**config.mk**
```make
export PLATFORM = sky130hd
export DESIGN_NAME = gamepad_btn_cond
export DESIGN_NICKNAME = d
export VERILOG_FILES = /design/src/rtl/gamepad_pkg.sv /design/src/rtl/btn_debounce.sv /design/src/rtl/gamepad_btn_cond.sv
export SDC_FILE = /design/constraint.sdc
export NUM_CORES = 1
export LEC_CHECK = 0
export BUFFER_PORTS_ARGS = -buffer_cell sky130_fd_sc_hd__buf_2
export CORE_ASPECT_RATIO = 0.9
export CORE_MARGIN = 8
export CORE_UTILIZATION = 55
export CTS_CLUSTER_SIZE = 12
export DETAILED_ROUTE_END_ITERATION = 12
export PLACE_DENSITY_LB_ADDON = 0.2
export SLEW_MARGIN = 5
export SYNTH_ARGS = -nofsm -noshare
export SYNTH_HDL_FRONTEND = slang
export SYNTH_HIERARCHICAL = 1
export SYNTH_SLANG_ARGS = --single-unit
```
**constraint.sdc**
```tcl
create_clock -name clk_i -period 2.5 [get_ports clk_i]
set_clock_uncertainty 0.05 [all_clocks]
set_input_delay 0.125 -clock clk_i [delete_from_list [all_inputs] [get_ports clk_i]]
set_output_delay 0.125 -clock clk_i [all_outputs]
set_load 0.02 [all_outputs]
```
**src/rtl/gamepad_pkg.sv**
```systemverilog
// Shared types and constants for the gamepad button conditioner.
package gamepad_pkg;

  typedef enum logic [1:0] {
    IDLE,
    DEB_PRESS,
    PRESSED,
    DEB_REL
  } btn_state_e;

  localparam logic MODE_LEVEL  = 1'b0;
  localparam logic MODE_TOGGLE = 1'b1;

endpackage

```
**src/rtl/btn_debounce.sv**
```systemverilog
// One button channel: two-flop synchroniser, debounce FSM, long-press counter.
module btn_debounce
  import gamepad_pkg::*;
#(
  parameter int DEB_CYCLES  = 20000,
  parameter int LONG_CYCLES = 2000000
) (
  input  logic clk_i,
  input  logic rst_ni,
  input  logic btn_i,
  output logic stable_o,
  output logic press_o,
  output logic release_o,
  output logic long_o
);

  localparam int DW = $clog2(DEB_CYCLES + 1);
  localparam int HW = $clog2(LONG_CYCLES + 1);
  localparam logic [DW-1:0] DEB_LAST = DW'(DEB_CYCLES - 1);
  localparam logic [HW-1:0] LONG_MAX = HW'(LONG_CYCLES);

  logic       sync1_q, sync2_q;
  btn_state_e state_q, state_d;
  logic [DW-1:0] deb_cnt_q, deb_cnt_d;
  logic [HW-1:0] hold_cnt_q, hold_cnt_d;
  logic press_q, press_d, release_q, release_d, long_q, long_d;

  always_ff @(posedge clk_i or negedge rst_ni) begin
    if (!rst_ni) begin
      sync1_q    <= 1'b0;
      sync2_q    <= 1'b0;
      state_q    <= IDLE;
      deb_cnt_q  <= '0;
      hold_cnt_q <= '0;
      press_q    <= 1'b0;
      release_q  <= 1'b0;
      long_q     <= 1'b0;
    end else begin
      sync1_q    <= btn_i;
      sync2_q    <= sync1_q;
      state_q    <= state_d;
      deb_cnt_q  <= deb_cnt_d;
      hold_cnt_q <= hold_cnt_d;
      press_q    <= press_d;
      release_q  <= release_d;
      long_q     <= long_d;
    end
  end

  always_comb begin
    state_d    = state_q;
    deb_cnt_d  = deb_cnt_q;
    hold_cnt_d = hold_cnt_q;
    press_d    = 1'b0;
    release_d  = 1'b0;
    long_d     = 1'b0;
    case (state_q)
      IDLE: begin
        if (sync2_q) begin
          state_d   = DEB_PRESS;
          deb_cnt_d = DW'(1);
        end
      end
      DEB_PRESS: begin
        if (!sync2_q) begin
          state_d   = IDLE;
          deb_cnt_d = '0;
        end else if (deb_cnt_q >= DEB_LAST) begin
          state_d    = PRESSED;
          deb_cnt_d  = '0;
          hold_cnt_d = '0;
          press_d    = 1'b1;
        end else begin
          deb_cnt_d = deb_cnt_q + DW'(1);
        end
      end
      PRESSED: begin
        if (!sync2_q) begin
          state_d   = DEB_REL;
          deb_cnt_d = DW'(1);
        end else if (hold_cnt_q < LONG_MAX) begin
          // Saturation at LONG_MAX guarantees a single long pulse per press.
          hold_cnt_d = hold_cnt_q + HW'(1);
          long_d     = (hold_cnt_q == LONG_MAX - HW'(1));
        end
      end
      DEB_REL: begin
        if (sync2_q) begin
          state_d   = PRESSED;
          deb_cnt_d = '0;
        end else if (deb_cnt_q >= DEB_LAST) begin
          state_d   = IDLE;
          deb_cnt_d = '0;
          release_d = 1'b1;
        end else begin
          deb_cnt_d = deb_cnt_q + DW'(1);
        end
      end
      default: state_d = IDLE;
    endcase
  end

  assign stable_o  = (state_q == PRESSED) || (state_q == DEB_REL);
  assign press_o   = press_q;
  assign release_o = release_q;
  assign long_o    = long_q;

endmodule

```
**src/rtl/gamepad_btn_cond.sv**
```systemverilog
// Per-channel button conditioning with level/toggle enables and event pulses.
module gamepad_btn_cond
  import gamepad_pkg::*;
#(
  parameter int NR_BTN      = 2,
  parameter int DEB_CYCLES  = 20000,
  parameter int LONG_CYCLES = 2000000
) (
  input  logic              clk_i,
  input  logic              rst_in,
  input  logic [NR_BTN-1:0] btn_i,
  input  logic              mode_i,
  input  logic              clr_i,
  output logic [NR_BTN-1:0] en_o,
  output logic [NR_BTN-1:0] press_o,
  output logic [NR_BTN-1:0] release_o,
  output logic [NR_BTN-1:0] long_o
);

  logic [NR_BTN-1:0] stable, press;
  logic [NR_BTN-1:0] tog_q, tog_d, en_q, en_d;

  for (genvar g = 0; g < NR_BTN; g++) begin : g_ch
    btn_debounce #(
      .DEB_CYCLES (DEB_CYCLES),
      .LONG_CYCLES(LONG_CYCLES)
    ) u_deb (
      .clk_i    (clk_i),
      .rst_ni   (rst_in),
      .btn_i    (btn_i[g]),
      .stable_o (stable[g]),
      .press_o  (press[g]),
      .release_o(release_o[g]),
      .long_o   (long_o[g])
    );
  end

  // Toggle tracks presses in both modes so a mode switch never glitches en_o.
  always_comb begin
    tog_d = clr_i ? '0 : (tog_q ^ press);
    en_d  = (mode_i == MODE_TOGGLE) ? tog_d : stable;
  end

  always_ff @(posedge clk_i or negedge rst_in) begin
    if (!rst_in) begin
      tog_q <= '0;
      en_q  <= '0;
    end else begin
      tog_q <= tog_d;
      en_q  <= en_d;
    end
  end

  assign en_o    = en_q;
  assign press_o = press;

endmodule

```
==> summary.txt, run 1 <==
Setup path
  – Buf/Inv on CP: 0
  – Worst R2R Start: g_ch[0].u_deb/hold_cnt_q[0]$_DFFE_PN0P_
  – Worst R2R Path Depth: 6
  – CP Launch Type: register
  – CP Capture Type: register
  – Arrival time at the worst endpoint: 2.58 ns
  – Slowest CP cell: or4_4
  – Delay-heaviest family, CP: simple AND/OR/NAND/NOR gates
  – Critical path depth: 6
  – Setup CP Type: register to register
  – Most frequent CP cell: or4_4
  – Slowest stage delay, CP: 0.56 ns
  – Cell Chain, Critical Path: ha_1, nand4_1, or4_4, or4_4, or4_1, nand2_1
  – CP max FO: 5
  – CP Data Required Time: 2.74 ns
  – Launch point of the worst path: g_ch[0].u_deb/hold_cnt_q[0]$_DFFE_PN0P_

CTS
  – Clk slew on worst S/H paths: 0.09 ns
  – H-tree depth: 3
  – Post-CTS Setup Repair Bufs: 0
  – Clock latency at the later pin of the worst-skew pair: 0.35 ns
  – CTS tree: done
  – Clk buf depth: 2
  – Clock buffer count from CTS: 9
  – Clock tree sinks: 90
  – Post_cts resized: 0
  – Clk root buf: clkbuf_8

GRT
  – Total Routing Usage GR: 0.1824
  – Initial antenna violation count: 0
  – Total gr overflow: 0
  – First-pass GRT wire length: 18590 µm
  – Pin count of the biggest net entering global routing: 48
  – Vias in the first global route: 3881

Power and ir drop
  – Sw frac: 0.2741
  – PD cells: 567.8 nW/µm²
  – Net Switching: 0.0008375 W
  – VDD IR max: 0.4887 mV
  – Clock power share: 0.345
  – Seq pwr share: 0.529
  – Lkg Pwr: 2.273 nW
  – Logic pwr share: 0.126
  – P_int: 0.002218 W

Yosys
  – Synth area leader: dfrtp_1
  – Syn Nets: 525
  – Largest cells by area after synthesis: dfrtp_1 (46%), nand3_1 (4.2%), nand2_1 (3.9%)
  – Commonest cells in the synthesized netlist: dfrtp_1 (90), nand2_1 (51), nand3_1 (41), nor2_1 (32)
  – Post-Syn Area: 4901 µm²
  – Post-synthesis async set-or-reset flop share: 1.000
  – Post-synth EDFFs: 0
  – Synth top area share: 0.4595
  – Cells after Synth: 515
  – Mean area per synthesized cell: 9.516 µm²
  – YS warnings: 6
  – Ys flop type: dfrtp_1
  – Count leader, synth: dfrtp_1
  – Flip-flop and latch count after synthesis: 90
  – Post-synthesis sequential area ratio: 0.4595
  – Post-synthesis cell type count: 74

Floorplan
  – Row Count: 32
  – I/O pins: 14
  – Die X: 115.5 µm
  – Initial core utilization: 0.5693
  – Die area: 12190 µm²
  – Core ar.: 8608 µm²
  – DIE HEIGHT: 105.6 µm

STA
  – Final worst slack: 0.1572 ns
  – Final period utilization: 0.9371
  – Fmax: 426.8 MHz
  – Final setup vio count: 0
  – Min Clock Period, post-route: 2.343 ns
  – RSZ-0062 raised after global routing: false
  – Worst-Margin Slew: 0.6526 ns
  – Final hold vios: 0
  – Setup tns final: 0 ns
  – Max Slew Vio Count: 0
  – Slew headroom: 0.5609

Place
  – Placement Cell Area: 5116 µm²
  – Buffers on Ports: 13
  – GPL Wtd Cong: 0.8767
  – DP Worst Slack: 0.1648 ns
  – Detailed Place HPWL: 6999 µm

Detailed routing
  – Starting DRT DRC Count: 247
  – First drt pass iteration count: 5
  – Wire per inst: 16.08 µm
  – Drt drc: 0
  – DRT antenna net count: 0
  – Via density per instance: 6.201
  – Total Wirelength: 10580 µm
  – Vias: 4080

Run status
  – Status: completed

Finish
  – NumNets Final: 544
  – N_diodes: 0
  – Layout area overhead: 9.803%
  – Final Core Density: 0.6251
  – Fraction of layout cells with a size suffix above 1: 0.1262
  – Design area: 5381 µm²

Min path
  – HP Class: input port to asynchronous set/reset pin

Job
  – Max cap viols: 0
## power by group through the flow
stage,Sequential [W],Combinational (W),Clock [W]
after floorplan,0.00160,0.000300,0
after global placement,0.00164,0.000369,0
after detailed placement,0.00164,0.000379,0
after CTS,0.00161,0.000389,0.00109
after global routing,0.00163,0.000444,0.00115
final,0.00162,0.000384,0.00106
## per-stage QoR
stage / hold WS [ns] / power, W / cells
2_1_floorplan: -0.2206 / 0.001905 / 515
3_3_place_gp: 0.1301 / 0.002007 / 637
3_5_place_dp: 0.1376 / 0.002023 / 637
4_1_cts: 0.2908 / 0.003096 / 658
5_1_grt: 0.3176 / 0.003227 / 658
6_report: 0.2867 / 0.003055 / 658
## final timing paths
kind                                                                  to  slack [ns]
worst max-delay path            g_ch[0].u_deb/hold_cnt_q[18]$_DFFE_PN0P_        0.16
worst min-delay path            g_ch[0].u_deb/hold_cnt_q[20]$_DFFE_PN0P_        0.29
worst max register to register  g_ch[0].u_deb/hold_cnt_q[18]$_DFFE_PN0P_        0.16
worst min register to register           g_ch[0].u_deb/sync2_q$_DFF_PN0_        0.30
max in group asynchronous        g_ch[1].u_deb/deb_cnt_q[11]$_DFFE_PN0P_        1.46
min in group clk_i                       g_ch[0].u_deb/sync2_q$_DFF_PN0_        0.30
## cell families after synthesis
logic type,Yosys count,share of synthesized area
DFF,90,0.4595
and+or+nand+nor,228,0.2591
AOI/OAI and AO/OA,132,0.1928
xor gates and xnor gates,15,0.02681
buffers and inverters,39,0.03651
adders and majority gates,4,0.01021
muxes,7,0.01506
## layout by cell type (no fill, tap or decap), drive strengths merged, types with 5 or more instances in the layout
master,n
and3,7
a21o,9
nor4,12
o31ai,11
and4,7
xnor2,13
a22o,11
o21ai,23
clkbuf,13
a21oi,23
nand4,13
a31oi,14
buf,28
nand2b,8
a2111oi,7
nor2,32
inv,14
dfrtp,90
or4,13
nand3,42
o211ai,6
nor3,17
nand2,52
dlygate4sd3,5
## state kept, by name, indices dropped and copies added, names as in the netlist, named ones only
signal / flops
g_ch.u_deb/hold_cnt_q: 42
g_ch.u_deb/deb_cnt_q: 30
en_o: 2
g_ch.u_deb/long_o: 2
g_ch.u_deb/press_o: 2
g_ch.u_deb/release_o: 2
g_ch.u_deb/state_q: 2
g_ch.u_deb/sync1_q: 2
g_ch.u_deb/sync2_q: 2
tog_q: 2
## worst reg2reg max path: cells and delay by family (launching register included)
kind / cells / cell delay (ns)
adder cells (fa/ha/maj): 1 / 0.21
flip-flops: 1 / 0.39
AND/OR/NAND/NOR: 5 / 1.64
## what timing repair did
item | in CTS | in global routing
hold buffers | 5 | 0
endpoints found under the setup margin | 0 | 0
hold endpoints to repair | 52 | 0
## routing by layer
layer	GRT usage	up-vias	wire (µm)
met3	0.03309	13	500
met2	0.2710	101	4796
met4	0.05248	0	128
met5	0	-	0
li1	-	1978	-
met1	0.2642	1988	5153
## final cells by class
class	instances	area, µm²
fill	724	3227
multi-input combinational	386	2470
sequential	90	2252
timing repair buffer	33	242.7
clock buffer	13	168.9
tap	119	148.9
inverter	14	52.55
clock inverter	3	46.29
(Power assumes the default switching activity.)
==> inputs of run 2 (changes only) <==
--- a/config.mk
+++ b/config.mk
@@ -5,6 +5,7 @@
 export SDC_FILE = /design/constraint.sdc
 export NUM_CORES = 1
 export LEC_CHECK = 0
+export ABC_AREA = 1
 export BUFFER_PORTS_ARGS = -buffer_cell sky130_fd_sc_hd__buf_2
 export CORE_ASPECT_RATIO = 0.9
 export CORE_MARGIN = 8
==> summary.txt, run 2 <==
Finish
  – Commonest non-fill, non-tap cell in the layout: nand2_1
  – Max FFs per register: 42 (unchanged)
  – Commonest non-fill, non-tap cells in the layout: nand2_1 (272), nor2_1 (133), dfrtp_1 (90), nand3_1 (87), inv_1 (80)
  – N_diodes: 0 (unchanged)
  – Biggest regs: g_ch.u_deb/hold_cnt_q: 42 flops, g_ch.u_deb/deb_cnt_q: 30 flops
  – Fraction of layout cells with a size suffix above 1: 0.07464 (-0.05152)
  – Final Instance Count excl. Fillers: 973 (+48%)
  – NumNets Final: 849 (+56%)
  – Design area: 6175 µm² (+15%)
  – Layout area overhead: 9.013%
  – Top reg by flops: g_ch.u_deb/hold_cnt_q

CTS
  – Post_cts resized: 0 (unchanged)
  – CTS tree: done
  – Clock latency at the later pin of the worst-skew pair: 0.34 ns (about the same)
  – Clk root buf: clkbuf_16
  – H-tree depth: 3 (unchanged)
  – Clock tree sinks: 90 (unchanged)
  – Clk slew on worst S/H paths: 0.07 ns (-0.02 ns)
  – Clock buffer count from CTS: 9 (unchanged)
  – Clk buf depth: 2 (unchanged)

Power and ir drop
  – VDD IR max: 0.5110 mV (+4.6%)
  – PD cells: 656.2 nW/µm² (+16%)
  – Lkg Pwr: 2.817 nW (+24%)

Detailed routing
  – Total Wirelength: 12660 µm (+20%)
  – Via density per instance: 5.359 (-14%)
  – Wire per inst: 13.01 µm (-19%)
  – Starting DRT DRC Count: 500 (+100%)
  – Drt drc: 0 (unchanged)
  – First drt pass iteration count: 5 (unchanged)
  – DRT antenna net count: 0 (unchanged)
  – Highest metal used: met4
  – Vias: 5214 (+28%)
  – Routed wl met3: 576 µm (+15%)
  – DR WL met2: 6047 µm (+26%)
  – M1 wire length: 5910 µm (+15%)

GRT
  – First-pass GRT wire length: 22350 µm (+20%)
  – Initial antenna violation count: 0 (unchanged)
  – Total gr overflow: 0 (unchanged)
  – Total Routing Usage GR: 0.1935 (+0.01115)
  – Vias in the first global route: 5026 (+30%)
  – Pin count of the biggest net entering global routing: 42 (-13%)

Setup path
  – CP Data Required Time: 2.73 ns (about the same)
  – CP Capture Type: register
  – CP max FO: 13 (+8)
  – Launch point of the worst path: g_ch[0].u_deb/deb_cnt_q[0]$_DFFE_PN0P_
  – Worst R2R Start: g_ch[0].u_deb/deb_cnt_q[0]$_DFFE_PN0P_
  – Setup CP Type: register to register
  – Arrival time at the worst endpoint: 2.24 ns (-0.34 ns)
  – CP Launch Type: register

Yosys
  – Post-synth EDFFs: 0 (unchanged)
  – Post-synthesis cell type count: 33 (-55%)
  – Post-synthesis async set-or-reset flop share: 1.000 (unchanged)
  – Ys flop type: dfrtp_1
  – Post-synthesis sequential area ratio: 0.3976 (-0.06192)
  – Count leader, synth: nand2_1
  – Largest cells by area after synthesis: dfrtp_1 (40%), nand2_1 (18%), nor2_1 (8.8%)
  – Synth top area share: 0.3976 (-0.06192)
  – Flip-flop and latch count after synthesis: 90 (unchanged)
  – Commonest cells in the synthesized netlist: nand2_1 (272), nor2_1 (133), dfrtp_1 (90), nand3_1 (87), inv_1 (80)
  – Syn Nets: 835 (+59%)
  – Synth area leader: dfrtp_1
  – Mean area per synthesized cell: 6.866 µm² (-28%)
  – Cells after Synth: 825 (+60%)
  – YS warnings: 6 (unchanged)
  – Post-Syn Area: 5664 µm² (+16%)

STA
  – RSZ-0062 raised after global routing: false
  – Final worst slack: 0.4876 ns (+0.3304 ns)
  – Final period utilization: 0.8050 (-0.1322)
  – Min Clock Period, post-route: 2.012 ns (-0.3304 ns)
  – Final hold vios: 0 (unchanged)
  – Worst-Margin Slew: 0.5865 ns (-0.06614 ns)
  – Final setup vio count: 0 (unchanged)
  – Fmax: 496.9 MHz (+16%)
  – Max Slew Vio Count: 0 (unchanged)
  – Slew headroom: 0.6078 (+0.04694)
  – Setup tns final: 0 ns (unchanged)

Min path
  – Startpoint of the worst hold path: mode_i
  – HP Class: input port to register

Place
  – Placement Cell Area: 5798 µm² (+13%)
  – Inst Count DP: 953 (+50%)
  – DP Worst Slack: 0.5021 ns (+0.3373 ns)
  – Detailed Place HPWL: 8864 µm (+27%)
  – Buffers on Ports: 13 (unchanged)
  – GPL Wtd Cong: 0.9637 (+9.9%)

Floorplan
  – Row Count: 35 (+9.4%)
  – Initial core utilization: 0.5599 (-0.009406)
  – I/O pins: 14 (unchanged)
  – Core ar.: 10120 µm² (+18%)
  – DIE HEIGHT: 112.3 µm (+6.4%)
  – Die X: 123.0 µm (+6.5%)
  – Die area: 13810 µm² (+13%)

Run status
  – Status: completed

Job
  – Max cap viols: 0 (unchanged)
run 2: cell count changes after synthesis, sizes merged, moves of 17 or more:
cell / delta
nand2: +236
nor2: +109
inv: +68
nand3: +49
a21oi: -20
xor2: +17
run 2: per-layer routing:
metal | GRT usage | vias to the layer above
li1 | - | 2639
met1 | 0.2530 | 2436
met2 | 0.3238 | 127
met3 | 0.03362 | 12
met4 | 0.04731 | 0
met5 | 0 | -
run 2: final cells by class:
type	count	area, µm²
fill	885	3941
tap	129	161.4
inverter	86	322.8
timing repair buffer	19	135.1
clock inverter	7	111.4
sequential	90	2252
multi-input combinational	633	2967
clock buffer	9	225.2
run 2: final timing paths:
check	to	slack [ns]	cells after the start
setup / recovery	g_ch[0].u_deb/deb_cnt_q[0]$_DFFE_PN0P_	0.49	10
hold / removal	en_o[0]$_DFF_PN0_	0.02	3
setup reg to reg	g_ch[0].u_deb/deb_cnt_q[0]$_DFFE_PN0P_	0.49	10
hold reg to reg	g_ch[1].u_deb/sync2_q$_DFF_PN0_	0.30	0
max in group asynchronous	g_ch[0].u_deb/sync1_q$_DFF_PN0_	1.48	3
min in group asynchronous	g_ch[1].u_deb/deb_cnt_q[3]$_DFFE_PN0P_	0.25	2
run 2: critical path: stages (launching register included):
cell,delay (ns)
dfrtp_1,0.43
ha_1,0.26
nand2_2,0.10
inv_2,0.04
nand2_2,0.08
nor2_2,0.03
nand2_1,0.08
nand4_1,0.48
nand2_1,0.23
inv_1,0.08
nor2_1,0.08
run 2: report_power, final:
group / switching [W] / internal (W)
Clock: 0.000622 / 0.000896
Sequential: 0.000143 / 0.00157
Combinational: 0.000609 / 0.000212
run 2: timing repair:
action,CTS,global route
endpoints found under the hold margin,43,0
hold buffers,4,0
buffers inserted,0,0
run 2: cells by family after synthesis:
| logic type | Yosys count | share of synthesized area |
|---|---|---|
| simple gates | 559 | 0.4285 |
| flops | 90 | 0.3976 |
| xor+xnor | 29 | 0.04484 |
| buf+inv | 102 | 0.07864 |
| fa+ha+maj | 4 | 0.008836 |
| compound gates | 41 | 0.04153 |
run 2: stage by stage:
stage | power [W] | hold WS, ns | util
2_1_floorplan | 0.002365 | -0.2206 | -
3_3_place_gp | 0.002504 | 0.09848 | 0.5732
3_5_place_dp | 0.002540 | 0.09789 | 0.5732
4_1_cts | 0.004089 | 0.004249 | 0.6104
5_1_grt | 0.004265 | 0.008251 | 0.6104
6_report | 0.004052 | 0.02423 | 0.6104
